`config.mk`:
```
export PLATFORM = sky130hd
export DESIGN_NAME = exec_unit
export DESIGN_NICKNAME = d
export VERILOG_FILES = /design/src/rtl/exec_unit.sv
export SDC_FILE = /design/constraint.sdc
export NUM_CORES = 1
export LEC_CHECK = 0
export CELL_PAD_IN_SITES_DETAIL_PLACEMENT = 1
export CELL_PAD_IN_SITES_GLOBAL_PLACEMENT = 1
export CORE_MARGIN = 1.5
export CORE_UTILIZATION = 44
export CTS_BUF_LIST = sky130_fd_sc_hd__clkbuf_8
export CTS_CLUSTER_DIAMETER = 120
export CTS_CLUSTER_SIZE = 10
export DETAILED_ROUTE_END_ITERATION = 8
export PLACE_DENSITY = 0.91
export SYNTH_ARGS = -nofsm -noshare
export SYNTH_HDL_FRONTEND = slang
export SYNTH_SLANG_ARGS = --single-unit
```
`constraint.sdc`:
```
create_clock -name clk -period 8.2 [get_ports clk]
set_input_delay 1.64 -clock clk [delete_from_list [all_inputs] [get_ports clk]]
set_output_delay 1.64 -clock clk [all_outputs]
set_load 0.05 [all_outputs]
```
`src/rtl/exec_unit.sv`:
```
// RV32I execute stage: combinational immediate decode, ALU and branch compare,
// with ALU result and branch decision registered behind independent capture enables.
module exec_unit (
    input  logic        clk,
    input  logic        rst_n,
    input  logic [31:0] instr,
    input  logic [31:0] rs1_data,
    input  logic [31:0] rs2_data,
    input  logic        alu_en,
    input  logic        br_en,
    output logic [31:0] imm,
    output logic [31:0] alu_res,
    output logic        br_taken
);

    typedef enum logic [6:0] {
        OP_LOAD   = 7'b0000011,
        OP_IMM    = 7'b0010011,
        OP_AUIPC  = 7'b0010111,
        OP_STORE  = 7'b0100011,
        OP_LUI    = 7'b0110111,
        OP_BRANCH = 7'b1100011,
        OP_JALR   = 7'b1100111,
        OP_JAL    = 7'b1101111,
        OP_SYSTEM = 7'b1110011
    } opcode_e;

    typedef enum logic [2:0] {
        F3_ADD  = 3'b000,
        F3_SLL  = 3'b001,
        F3_SLT  = 3'b010,
        F3_SLTU = 3'b011,
        F3_XOR  = 3'b100,
        F3_SR   = 3'b101,
        F3_OR   = 3'b110,
        F3_AND  = 3'b111
    } alu_f3_e;

    typedef enum logic [2:0] {
        F3_BEQ  = 3'b000,
        F3_BNE  = 3'b001,
        F3_BLT  = 3'b100,
        F3_BGE  = 3'b101,
        F3_BLTU = 3'b110,
        F3_BGEU = 3'b111
    } br_f3_e;

    logic [6:0]  opcode;
    logic [2:0]  funct3;
    logic        funct7_b5;
    logic        reg_form;
    logic [31:0] op_a;
    logic [31:0] op_b;
    logic [4:0]  shamt;
    logic [31:0] alu_next;
    logic        br_next;
    logic        eq;
    logic        lt_s;
    logic        lt_u;

    assign opcode    = instr[6:0];
    assign funct3    = instr[14:12];
    assign funct7_b5 = instr[30];
    assign reg_form  = opcode[5];

    // Immediate decode depends only on instr, never on clock, reset or enables.
    always_comb begin
        // NOTE: every combinational output gets a default first so no path leaves it unassigned (no latch).
        imm = 32'd0;
        case (opcode)
            OP_LOAD, OP_IMM, OP_JALR, OP_SYSTEM:
                imm = {{20{instr[31]}}, instr[31:20]};
            OP_STORE:
                imm = {{20{instr[31]}}, instr[31:25], instr[11:7]};
            OP_BRANCH:
                imm = {{19{instr[31]}}, instr[31], instr[7], instr[30:25], instr[11:8], 1'b0};
            OP_LUI, OP_AUIPC:
                imm = {instr[31:12], 12'd0};
            OP_JAL:
                imm = {{11{instr[31]}}, instr[31], instr[19:12], instr[20], instr[30:21], 1'b0};
            default:
                imm = 32'd0;
        endcase
    end

    assign op_a  = rs1_data;
    assign op_b  = reg_form ? rs2_data : imm;
    assign shamt = op_b[4:0];

    // Immediate shifts carry the SRA select in imm bit 10, which is instr[30] as well.
    always_comb begin
        alu_next = 32'd0;
        case (funct3)
            F3_ADD:  alu_next = (reg_form && funct7_b5) ? op_a - op_b : op_a + op_b;
            F3_SLL:  alu_next = op_a << shamt;
            F3_SLT:  alu_next = {31'd0, $signed(op_a) < $signed(op_b)};
            F3_SLTU: alu_next = {31'd0, op_a < op_b};
            F3_XOR:  alu_next = op_a ^ op_b;
            F3_SR:   alu_next = funct7_b5 ? 32'($signed(op_a) >>> shamt) : op_a >> shamt;
            F3_OR:   alu_next = op_a | op_b;
            F3_AND:  alu_next = op_a & op_b;
            default: alu_next = 32'd0;
        endcase
    end

    assign eq   = (rs1_data == rs2_data);
    assign lt_s = ($signed(rs1_data) < $signed(rs2_data));
    assign lt_u = (rs1_data < rs2_data);

    always_comb begin
        br_next = 1'b0;
        case (funct3)
            F3_BEQ:  br_next = eq;
            F3_BNE:  br_next = !eq;
            F3_BLT:  br_next = lt_s;
            F3_BGE:  br_next = !lt_s;
            F3_BLTU: br_next = lt_u;
            F3_BGEU: br_next = !lt_u;
            default: br_next = 1'b0;
        endcase
    end

    // Outputs drop to zero on any cycle whose enable is low; reset overrides both enables.
    always_ff @(posedge clk) begin
        // NOTE: registered state uses non-blocking assignments so all flops update from pre-edge values.
        if (!rst_n) begin
            alu_res  <= 32'd0;
            br_taken <= 1'b0;
        end else begin
            alu_res  <= alu_en ? alu_next : 32'd0;
            br_taken <= br_en & br_next;
        end
    end

endmodule

```
Yosys cells after proc, flatten, opt, wreduce, memory -nomap -nowiden
Index checks and enable logic that the tools add are counted.

word-level totals
  flip-flop bits (word level) = 33
  bits of input ports = 100
  output and inout port bits = 65
  logic and storage cells = 46

operators by class
  add/subtract/negate cells = 2
  $lt $le $gt $ge = 4
  equality and inequality tests = 17
  shift operators = 3
  multiplexer cells = 6
  bitwise operators = 4
  reductions and logical operators = 8

operators by type and width
  operator                                       number
  case mux 32 bit (8 select lines)               1
  case mux 32 bit (5 select lines)               1
  < comparator 32 bit                            4
  2-to-1 mux 32 bit                              3
  adder 32 bit                                   1
  AND 32 bit                                     1
  == test 32 bit                                 1
  bitwise OR 32 bit                              1
  << shifter 32 x 5 -> 32 bit                    1
  >> shifter 32 x 5 -> 32 bit                    1
  >>> shifter 32 x 5 -> 32 bit                   1
  subtractor 32 bit                              1
  bitwise XOR 32 bit                             1
  == test 7 bit, second input constant           4
  == test 7 x 5 -> 1 bit, second input constant  2
  == test 7 x 6 -> 1 bit, second input constant  2
  == test 3 bit, second input constant           4
  == test 7 x 2 -> 1 bit, second input constant  1
  == test 3 x 2 -> 1 bit, second input constant  2
  case mux 1 bit (6 select lines)                1
  OR reduction 4 bit                             1
  == test 3 x 1 -> 1 bit, second input constant  1
  zero test 1 bit                                3
  zero test 3 bit                                1
  4 further kinds                                4

Depth between registers and ports, before layout
  word-level depth = 7
  depth in mapped cells = 23
  gate-level depth less buffers = 19

Worst setup path before layout
No wires, ideal clock.

  path kind = input to register
  start = in instr[5]
  end = reg alu_res[22]
  arrival = 5.819 ns
  data required time = 8.119 ns
  slack = 2.300 ns
  stages = 20
  path buffers = 4
  path through = buf_2 > nor3_1 > a22oi_1 > inv_1 > buf_2 > buf_2 > clkbuf_1 > ha_1 > inv_1 > fa_1 > nand2b_1 > a21o_1 > a31oi_1 > o21ai_0 > a31oi_1 > a2111oi_0 > or4b_1 > xnor2_1 > nand2_1 > a41oi_1

between the ends
  cells in the longest elaborated chain, start to end = 7

ends and longest elaborated chain
  item                                                      line    text
  start, declared                                           6       input logic [31:0] instr,
  == test 7 x 2 -> 1 bit, or another cell as far along      70      case (opcode)
  OR reduction 4 bit or OR reduction 2 bit (tied branches)  70
  case mux 32 bit (5 select lines)                          70
  2-to-1 mux 32 bit                                         87      assign op_b = reg_form ? rs2_data : imm;
  adder 32 bit, or another cell as far along                94      F3_ADD: alu_next = (reg_form && funct7_b5) ? op_a - op_b : op_a + op_b;
  2-to-1 mux 32 bit, on equally long branches               94, 99
  case mux 32 bit (8 select lines) *                        93      case (funct3)
  end signal, assigned                                      130     alu_res <= alu_en ? alu_next : 32'd0;
  end, declared                                             12      output logic [31:0] alu_res,

Every way passes the cells marked *; elsewhere a longest branch is shown, timed or not.
A chain may end at the register's enable or synchronous reset.

Worst setup path in the final report
  start = in instr[6]
  end = reg alu_res[0]

between the ends
  cells in the longest elaborated chain, start to end = 7

ends and longest elaborated chain
  item                                                      line
  == test 7 x 2 -> 1 bit, or another cell as far along      70
  OR reduction 4 bit or OR reduction 2 bit (tied branches)  70
  case mux 32 bit (5 select lines) *                        70
  2-to-1 mux 32 bit *                                       87
  adder 32 bit, or another cell as far along                94
  2-to-1 mux 32 bit, on equally long branches               94, 99
  case mux 32 bit (8 select lines) *                        93

Marks and branches as above.

==> key figures <==
Run status
  • Run status: finished, final reports clean

STA
  • Fmax: ~150 MHz
  • Sum Neg Setup Slack: 0 ns
  • RSZ-0062 raised after global routing: false
  • Fin. Hold Viols: 0
  • Max-Slew Margin vs Limit: 15.0%
  • Hold slack: 1.94 ns
  • Final Cycle Share: 81.1%
  • Setup violations, final: 0
  • Worst-Margin Slew: around 1.3 ns
  • Min Clock Period, post-route: 6.65 ns
  • Final Slew Violations: 0

Global route
  • All-Layer GR Usage: 43.4%
  • Number of global-route vias before repair: approximately 14000
  • First-pass GRT wire length: 86.3 mm
  • Largest net degree at the start of global routing: 65
  • Initial antenna violation count: 3
  • Aggregate global routing overflow: 0

Power
  • Max VDD drop: roughly 0.00006 V
  • Pwr Density: 102 nW/um^2
  • Leak: approximately 5.7 nW

Critical path
  • CP endpoint kind: flip-flop
  • Critical Path RT: 8.35 ns
  • End point of the critical path: alu_res[0]$_SDFF_PN0_
  • CP Class: primary input to flip-flop
  • Worst-path fanout max: 64
  • Critical Path AT: about 6.8 ns
  • Critical Path Start: instr[6]
  • Startpoint Class: primary input

Clock network
  • CTS tree: yes
  • Clk slew on worst S/H paths: approximately 0.08 ns
  • Post-CTS Hold Fix Bufs: 0
  • H-tree depth: 2
  • Clock tree sinks: 33
  • Post-CTS resize count: 0
  • CTS buffer count: 5
  • Root buf cell: clkbuf_8
  • Post-CTS Setup Bufs: 0
  • Maximum root-to-sink buffer count: 2

Placed design
  • Placer Congestion: 1.02
  • Port Buffers: roughly 160
  • # placed instances: 2127
  • HPWL after DPL: 46.9 mm

Worst hold path
  • Tightest Hold Check Type: primary input to flip-flop

Logic synthesis
  • Post-synth top area cell: ha_1
  • Register area share after synthesis: under 10%
  • Area fraction of the dominant cell type after synthesis: 14.5%
  • Post-synthesis register bit count: 33
  • Ys async rst share: 0%
  • Post-synth EDFFs: 0
  • Post-synth cell types: between 90 and 100
  • Mapped Area: 11100 sq um
  • Synthesized instance count: 1723
  • Post-synth top cells: nand2_1 (220), a21oi_1 (193), nor2_1 (181)
  • Syn_nets: 1954
  • Yosys warns: 0
  • Count leader, synth: nand2_1
  • Syn Area/Cell: 6.46 sq um
  • Primary FF master, synth: dfxtp_1
  • Largest cells by area after synthesis: ha_1 (15%), a21oi_1 (8.7%), nand2_1 (7.4%)

Routing
  • # DRC: 0
  • Per-cell routed wire length: 27.3 um
  • Final wirelength: 58.3 mm
  • Avg Vias per Cell: between 6 and 7
  • Routed Antenna Nets: 0
  • Vias: around 14000
  • Drt initial violations: 1866
  • Drt first pass iters: 6

Floorplanning
  • Initial Util: around 45%
  • Die X-Extent: 162 um
  • FP Rows: 58
  • DIE HEIGHT: 162 um
  • Core area: about 25000 sq um
  • Die area: 26300 sq um
  • I/O Pins: 165

Layout
  • Post-layout util: 51.8%
  • Final Non-Filler Cells: 2136
  • Layout cells sized above 1: 5.43%
  • Area Overhead vs Synth: 16.3%
  • # nets final: just over 2000

Run
  • Max cap viols: 0
kinds of logic (layout without fill, tap and decap cells):
group / Yosys count / after routing / share of synthesized area, %
XOR/XNOR: 36 / 36 / 2.83
buffers and inverters: 258 / 340 / 9.86
AND/OR/NAND/NOR: 561 / 561 / 22.4
adder cells (fa/ha/maj): 131 / 131 / 14.9
flip-flops: 33 / 33 / 5.94
multiplexers: 98 / 98 / 9.13
other: 0 / 1 / 0
AO/OA/AOI/OAI: 606 / 606 / 35.0
power breakdown:
part           switching (mW)  internal, mW  total [mW]  leakage, nW
registers             0.00417         0.169       0.173        0.269
logic                   0.634         0.324       0.958         5.35
clock network          0.0863        0.0983       0.185       0.0626
total                   0.725         0.591        1.32         5.68
flip-flops by register name, summed over array words and instances, names as in the netlist:
signal    count
alu_res      32
br_taken      1
cells in the final DEF, fill, tap and decap left out, types with 14 or more instances in the layout:
master | netlist | routed
nand3_1 | 29 | 29
o21ai_0 | 126 | 126
nor3_1 | 29 | 29
ha_1 | 129 | 129
nand2_1 | 220 | 220
mux2i_1 | 82 | 82
a221oi_1 | 14 | 14
mux2_2 | 14 | 14
o21a_1 | 14 | 14
clkdlybuf4s50_1 | 0 | 162
dfxtp_1 | 33 | 33
nor2_1 | 181 | 180
inv_1 | 140 | 139
buf_4 | 4 | 24
xnor2_1 | 29 | 29
a21o_1 | 29 | 29
a31oi_1 | 22 | 22
a211oi_1 | 29 | 29
o211ai_1 | 19 | 19
a21oi_1 | 193 | 193
critical path, stage by stage:
cell and delay [ns]:
clkdlybuf4s50_1 0.60, or4_4 0.65, o41a_2 0.54, buf_4 0.36, inv_2 0.12, buf_4 0.65, nand2_1 0.12, a31oi_1 0.59
mux2_2 0.29, nor2_1 0.04, a211oi_1 0.88, o22ai_1 0.21
how the worst min path moves through the flow:
stage / depth (start not counted) / startpoint / endpoint / slack [ns]
detailed placement: 5 / instr[12] / alu_res[0]$_SDFF_PN0_ / 2.25
CTS: 5 / instr[12] / alu_res[0]$_SDFF_PN0_ / 1.92
floorplan: 2 / br_en / br_taken$_SDFF_PN0_ / 1.83
global route: 5 / instr[12] / alu_res[0]$_SDFF_PN0_ / 1.97
finish: 5 / instr[12] / alu_res[0]$_SDFF_PN0_ / 1.94
global placement: 5 / instr[12] / alu_res[0]$_SDFF_PN0_ / 2.24
metrics by stage:
| step | area (sq um) | power [mW] | worst slack [ns] |
|---|---|---|---|
| floorplan | 11100 | 0.768 | 2.30 |
| global placement | 12800 | 1.07 | 1.68 |
| detailed placement | 12800 | 1.09 | 1.46 |
| CTS | 12900 | 1.27 | 1.78 |
| global route | 12900 | 1.37 | 1.29 |
| finish | 12900 | 1.32 | 1.55 |
layout make-up:
cell class              count  area (sq um)
inverters                 144           547
well taps                 330           413
flip-flops and latches     33           661
clock buffers               6          82.6
repair buffers            188          1810
clock inverters             2          33.8
fillers                  3377         12000
diodes                      1          2.50
multi-input cells        1432          9390
routing by layer:
layer,global-route usage [%],part of all wire (%),vias up
li1,-,-,6338
met1,57.4,41,6862
met2,68.6,44,888
met3,8.71,10,168
met4,17.8,4.5,2
met5,0,0.031,-
Note: power is estimated with default switching activity, not from simulation.
